--- config.mk ---
export PLATFORM = sky130hd
export DESIGN_NAME = rng_word_packer
export DESIGN_NICKNAME = d
export VERILOG_FILES = /design/src/rtl/rng_pkg.sv /design/src/rtl/rng_sat_counter.sv /design/src/rtl/rng_word_packer.sv
export SDC_FILE = /design/constraint.sdc
export NUM_CORES = 1
export LEC_CHECK = 0
export CORE_AREA = 2 2 90 92
export DETAILED_ROUTE_END_ITERATION = 8
export DIE_AREA = 0 0 92 94
export PLACE_DENSITY_LB_ADDON = 0.1
export SLEW_MARGIN = 20
export SYNTH_ARGS = -nofsm -noshare
export SYNTH_HDL_FRONTEND = slang
export SYNTH_SLANG_ARGS = --single-unit
--- constraint.sdc ---
create_clock -name clk -period 2.24 [get_ports clk]
set_input_delay 0.448 -clock clk [delete_from_list [all_inputs] [get_ports clk]]
set_output_delay 0.448 -clock clk [all_outputs]
set_load 0.005 [all_outputs]
--- src/rtl/rng_pkg.sv ---
// Shared types and default sizes for the random-bit word packer.
package rng_pkg;

  typedef enum logic {
    FILL  = 1'b0,
    STALL = 1'b1
  } rng_state_e;

  localparam int unsigned RNG_WORD_W = 32;
  localparam int unsigned RNG_DROP_W = 16;

endpackage

--- src/rtl/rng_sat_counter.sv ---
// Saturating up-counter with synchronous clear; holds at all-ones.
module rng_sat_counter #(
  parameter int unsigned W = 16
) (
  input  logic         clk,
  input  logic         clr,
  input  logic         inc,
  output logic [W-1:0] cnt
);

  logic [W-1:0] cnt_d, cnt_q;

  always_comb begin
    cnt_d = cnt_q;
    if (inc && (cnt_q != '1)) begin
      cnt_d = cnt_q + W'(1);
    end
  end

  always_ff @(posedge clk) begin
    if (clr) begin
      cnt_q <= '0;
    end else begin
      cnt_q <= cnt_d;
    end
  end

  assign cnt = cnt_q;

endmodule

--- src/rtl/rng_word_packer.sv ---
// Packs de-biased random bits LSB-first into words, presents them on a
// ready/valid output and pauses the bit source while a finished word waits.
module rng_word_packer
  import rng_pkg::*;
#(
  parameter int unsigned WORD_W = RNG_WORD_W,
  parameter int unsigned DROP_W = RNG_DROP_W
) (
  input  logic              clk,
  input  logic              rst,
  input  logic              en,
  input  logic              bit_valid,
  input  logic              bit_data,
  output logic              db_enable,
  output logic              word_valid,
  input  logic              word_ready,
  output logic [WORD_W-1:0] word_data,
  output logic              busy,
  output logic [DROP_W-1:0] drop_cnt
);

  localparam int unsigned CNT_W = $clog2(WORD_W + 1);
  localparam logic [CNT_W-1:0] CNT_LAST = CNT_W'(WORD_W - 1);
  localparam logic [CNT_W-1:0] CNT_FULL = CNT_W'(WORD_W);

  rng_state_e        state_d, state_q;
  logic [WORD_W-1:0] acc_d, acc_q;
  logic [CNT_W-1:0]  cnt_d, cnt_q;
  logic              word_valid_d, word_valid_q;
  logic [WORD_W-1:0] word_data_d, word_data_q;
  logic              drain;
  logic              drop_inc;

  assign drain    = word_valid_q && word_ready;
  assign drop_inc = (state_q == STALL) && en && bit_valid;

  always_comb begin
    state_d      = state_q;
    acc_d        = acc_q;
    cnt_d        = cnt_q;
    word_valid_d = word_valid_q;
    word_data_d  = word_data_q;

    // A load below re-asserts valid, giving back-to-back words.
    if (drain) begin
      word_valid_d = 1'b0;
    end

    unique case (state_q)
      FILL: begin
        if (en && bit_valid) begin
          acc_d = {bit_data, acc_q[WORD_W-1:1]};
          if (cnt_q == CNT_LAST) begin
            if (!word_valid_q || drain) begin
              word_data_d  = acc_d;
              word_valid_d = 1'b1;
              cnt_d        = '0;
            end else begin
              state_d = STALL;
              cnt_d   = CNT_FULL;
            end
          end else begin
            cnt_d = cnt_q + CNT_W'(1);
          end
        end
      end
      STALL: begin
        if (drain) begin
          word_data_d  = acc_q;
          word_valid_d = 1'b1;
          cnt_d        = '0;
          state_d      = FILL;
        end
      end
      default: state_d = FILL;
    endcase
  end

  always_ff @(posedge clk) begin
    if (rst) begin
      state_q      <= FILL;
      acc_q        <= '0;
      cnt_q        <= '0;
      word_valid_q <= 1'b0;
      word_data_q  <= '0;
    end else begin
      state_q      <= state_d;
      acc_q        <= acc_d;
      cnt_q        <= cnt_d;
      word_valid_q <= word_valid_d;
      word_data_q  <= word_data_d;
    end
  end

  rng_sat_counter #(
    .W(DROP_W)
  ) u_drop_cnt (
    .clk(clk),
    .clr(rst),
    .inc(drop_inc),
    .cnt(drop_cnt)
  );

  assign db_enable  = en && !rst && (state_q == FILL);
  assign word_valid = word_valid_q;
  assign word_data  = word_data_q;
  assign busy       = (cnt_q != '0) || (state_q == STALL);

endmodule

Word-level counts from Yosys, hierarchy flattened
Index checks and enable logic that the tools add are counted.

Add/sub/neg operators: 2. Equal/unequal tests: 6. Mux-type cells: 21. Bitwise gates (word level): 1. Reduce and logical (&&, ||, !) cells: 15.

Operators by type and width (number): two-way mux 32 bit (4); one-hot mux 32 bit (2 select lines) (1); two-way mux 6 bit (4); adder 16 x 1 -> 16 bit (second input constant) (1); != test 16 bit (second input constant) (1); one-hot mux 6 bit (2 select lines) (1); two-way mux 1 bit (9); logical AND 1 bit (7); adder 6 x 1 -> 6 bit (second input constant) (1); == test 6 x 5 -> 1 bit (second input constant) (1); != test 2 bit (second input constant) (3); nonzero test 6 bit (1); one-hot mux 1 bit (2 select lines) (2); AND reduction 2 bit (2); AND reduction 4 bit (1); zero test 1 bit (2); logical OR 1 bit (2); != test 2 x 1 -> 1 bit (second input constant) (1); NOT 1 bit (1).

Register bits after elaboration: 88. Bits of input ports: 6. Output and inout port bits: 51. Logic and storage cells: 51.

Longest topological paths before layout
Depth in word-level cells: 6. Depth in mapped cells: 7. Gate-level depth less buffers: 5.

By module
From an unflattened synthesis, not the netlist that was laid out.

Cells, all modules: 440. Area total of the unflattened synthesis: 4186.5 um^2.

Modules (own cells, without submodules): rng_word_packer (instances 1, cells each 341, area an instance 3338.2 um^2, seq. area each 1441.4 um^2); rng_sat_counter (instances 1, cells each 99, area an instance 848.3 um^2, seq. area each 320.3 um^2).

Least setup slack after synthesis
No wires, ideal clock.

Path kind: reg2reg. From: reg u_drop_cnt.cnt_q[0], in the netlist u_drop_cnt.cnt[0]. To: reg u_drop_cnt.cnt_q[14], in the netlist u_drop_cnt.cnt[14]. Setup time: 0.070 ns. Data arrival time: 1.766 ns. Required time: 2.170 ns. Setup slack: 0.404 ns. Cell stages (with the launch flop): 7. Path buffers: 1. Clock period less this slack: 1.836 ns. Path through: dfxtp_1 > ha_1 > nand3_1 > or2_0 > clkbuf_1 > or4_1 > a21oi_1.

Longest elaborated chain between the ends: 2. Elaborated cells on any way between the ends: 3. Those cells by class: add/sub: 1; eq/ne: 1; reduce/logical: 1.

Ends and longest elaborated chain: from (decl) (RTL line rng_sat_counter.sv:11) `logic [W-1:0] cnt_d, cnt_q;`; from (signal assigned) (RTL line rng_sat_counter.sv:24) `cnt_q <= cnt_d;`; branches (longest 2 deep; another with adder 16 x 1 -> 16 bit).

Several ways; the timed one is not identified. A chain may end at the register's enable or synchronous reset.

Worst setup path in the final report
From: in en. To: out db_enable.

Longest elaborated chain between the ends: 2.

Ends and longest elaborated chain: from (decl) (RTL line rng_word_packer.sv:11) `input logic en,`; logical AND 1 bit (2 in a row) (RTL line rng_word_packer.sv:104) `assign db_enable = en && !rst && (state_q == FILL);`; to (decl) (RTL line rng_word_packer.sv:14) `output logic db_enable,`.

Every way passes these cells.

==> summary.txt <==
Hold EP - acc_q[0]
maximum clock frequency - 459 MHz
worst-path fanout max - 5
WL per Instance - 15.2 microns
Initial Util - 53.2%
WP data required - 1790 ps
M1 GR Usage - 32.6%
post-synthesis sequential area ratio - 43.5%
H-tree depth - 3
Netlist cell types - 40
CTS tree - built
Util after Layout - 66.2%
layout cell share with drive strength beyond 1 - 7.37%
vias in the first global route - 3644
residual overflow from global routing - 0
worst-margin pin slew - 542 ps
Syn Inst Count - 511
flop2flop setup slack - 180 ps
Core Area - 7610 sq um
CTS Buffer Depth - 2
Port Buffers - 56
Data arrival, critical path - 1730 ps
nets - 560
slowest stage delay, CP - 510 ps
cell taking the most area after synthesis - dfxtp_1
fraction of registers with async set/reset - 0%
min cycle time layout - 2180 ps
Initial DRC Count - 240
area grow syn2layout - 24.4%
reg2reg start - u_drop_cnt.cnt[0]
Ports - 57
Setup Skew - 10.4 ps
initial antenna violation count - 0
DP HPWL - 6030 microns
Post-Syn Area - 4050 sq um
drt via density - 6.02
DRT antenna net count - 0
Ant. Diodes - 0
Synth area leaders - dfxtp_1 44%, nand2_1 9.6%, nand3_1 8.3%
WP depth - 4
chip height - 94 microns
Pwr Density - 616 nW/um^2
Area after DPL - 4750 sq um
status - finished, final reports clean
crit share post-route - 97.2%
vias - 3963
Post-CTS Setup Inserts - 0
top cell type's share of synthesized area - 43.5%
final wirelength - 10000 microns
hold_buf cts - 0
die width - 92 microns
Worst Hold Launch - acc_q[0]
commonest non-fill, non-tap cell in the layout - nand2_1
HP Class - reg -> reg
# setup viols final - 0
crit path max-delay cell type - clkdlybuf4s50_1
final instance area - 5030 sq um
CP cell instances - clkdlybuf4s50_1 > buf_4 > nor3b_2 > clkdlybuf4s50_1
gpl congestion - 0.870
DRC errors left - 0
Synth Flop Type - dfxtp_1
Lkg Pwr - 1.47 nW
gr usage total - 23.9%
critical path class - in -> out
most frequent CP cell - clkdlybuf4s50_1
hold path cells - 2
met3 Track Usage GR - 3.13%
critical path buffer and inverter count - 3
clk slew on worst S/H paths - 90 ps
total CTS buffers - 9
syn nets - 520
RSZ-0062 raised after global routing - false
synthesized area per cell - 7.92 sq um
Yosys reg bits - 88
clock sinks - 88
cell family with most CP delay - buffers and inverters
Hold WS - 476 ps
largest net degree at the start of global routing - 89
Pre-antenna DRT Iters - 4
most frequent cells in the layout - 104 x nand2_1, 87 x dfxtp_1, 67 x nand3_1
cts repair resizes - 1
EDFF count, synth - 0
VDD IR max - 394 uV
Max-Cap Viols - 0
met2 GRT Util - 39.3%
CP endpoint kind - output port
Root Buffer - clkbuf_8
worst reg2reg path depth - 5
first-pass GRT wire length - 17100 microns
clk_lat worst skew - 350 ps
r2r endpoint - u_drop_cnt.cnt[14]
Fin. Hold Viols - 0
area of the die - 8650 sq um
Relative slew margins - 63.7%
Yosys warning count - 0
# rows - 32
Startpoint Class - input port
max-slew violation count - 0
GRT Max-Usage Layer - met2
registers in the layout, summed over array words and instances, names as in the netlist:
register / count
acc_q: 32
cnt_q: 6
state_q: 1
u_drop_cnt.cnt: 16
word_data: 32
word_valid: 1
worst register-to-register path: stages, from the launching register on:
cell and delay, ps:
dfxtp_1 430, ha_1 200, nand3_1 230, or2_0 410, or4_1 560, a21oi_1 170
cells in the mapped netlist (2+ instances only):
| cell type | count |
|---|---|
| dfxtp_1 | 88 |
| o21ai_0 | 10 |
| a41oi_1 | 32 |
| nand2_1 | 104 |
| a21oi_1 | 54 |
| nor2_1 | 9 |
| or3_1 | 8 |
| o21ai_1 | 2 |
| inv_1 | 6 |
| and3_1 | 3 |
| ha_1 | 3 |
| nor3_1 | 2 |
| clkbuf_1 | 43 |
| nand3b_1 | 35 |
| o21a_1 | 2 |
| o31ai_1 | 6 |
| nand4_1 | 9 |
| nand3_1 | 67 |
| or4_1 | 6 |
| mux2i_1 | 2 |
routing by layer:
layer / vias up / share of wire (%)
li1: 1935 / -
met1: 1922 / 46
met2: 95 / 49
met3: 11 / 3.9
met4: 0 / 1.1
met5: - / 0
worst max-delay path by stage:
stage                                 start            endpoint  slack (ps)
after floorplan           u_drop_cnt.cnt[0]  u_drop_cnt.cnt[14]         400
after global placement                   en  u_drop_cnt.cnt[15]         -60
after detailed placement          bit_valid  u_drop_cnt.cnt[15]        -140
after CTS                          cnt_q[0]                busy          20
after global routing                     en           db_enable          10
final                                    en           db_enable          60
where the power goes:
group | switching (W) | internal [W] | total [W]
Combinational | 0.0000621 | 0.0000325 | 0.0000946
Clock | 0.000553 | 0.000885 | 0.00144
Sequential | 0.00000262 | 0.00157 | 0.00157
through the flow:
stage	power [W]	setup slack, ps	cells	setup TNS [ps]
2_1_floorplan	0.00166	404	511	0
3_3_place_gp	0.00170	-61.7	642	-91.3
3_5_place_dp	0.00170	-138	642	-240
4_1_cts	0.00312	23.6	658	0
5_1_grt	0.00319	13.0	658	0
6_report	0.00310	61.9	658	0
layout make-up:
type	instances	area [sq um]
Timing Repair Buffer	73	733
Fill cell	637	2570
Multi-Input combinational cell	373	2120
Sequential cell	88	1760
Tap cell	102	128
Clock inverter	5	128
Clock buffer	11	141
Inverter	6	22.5
cells by family after synthesis:
logic type	after synthesis	share of synthesized area, %
flip-flops	88	43.5
multiplexers	2	0.495
AND/OR/NAND/NOR	253	31.5
XOR/XNOR	2	0.433
adder cells (fa/ha/maj)	3	0.927
buffers and inverters	50	4.64
AO/OA/AOI/OAI	113	18.5
No activity file was read; power rests on OpenSTA's default activity.
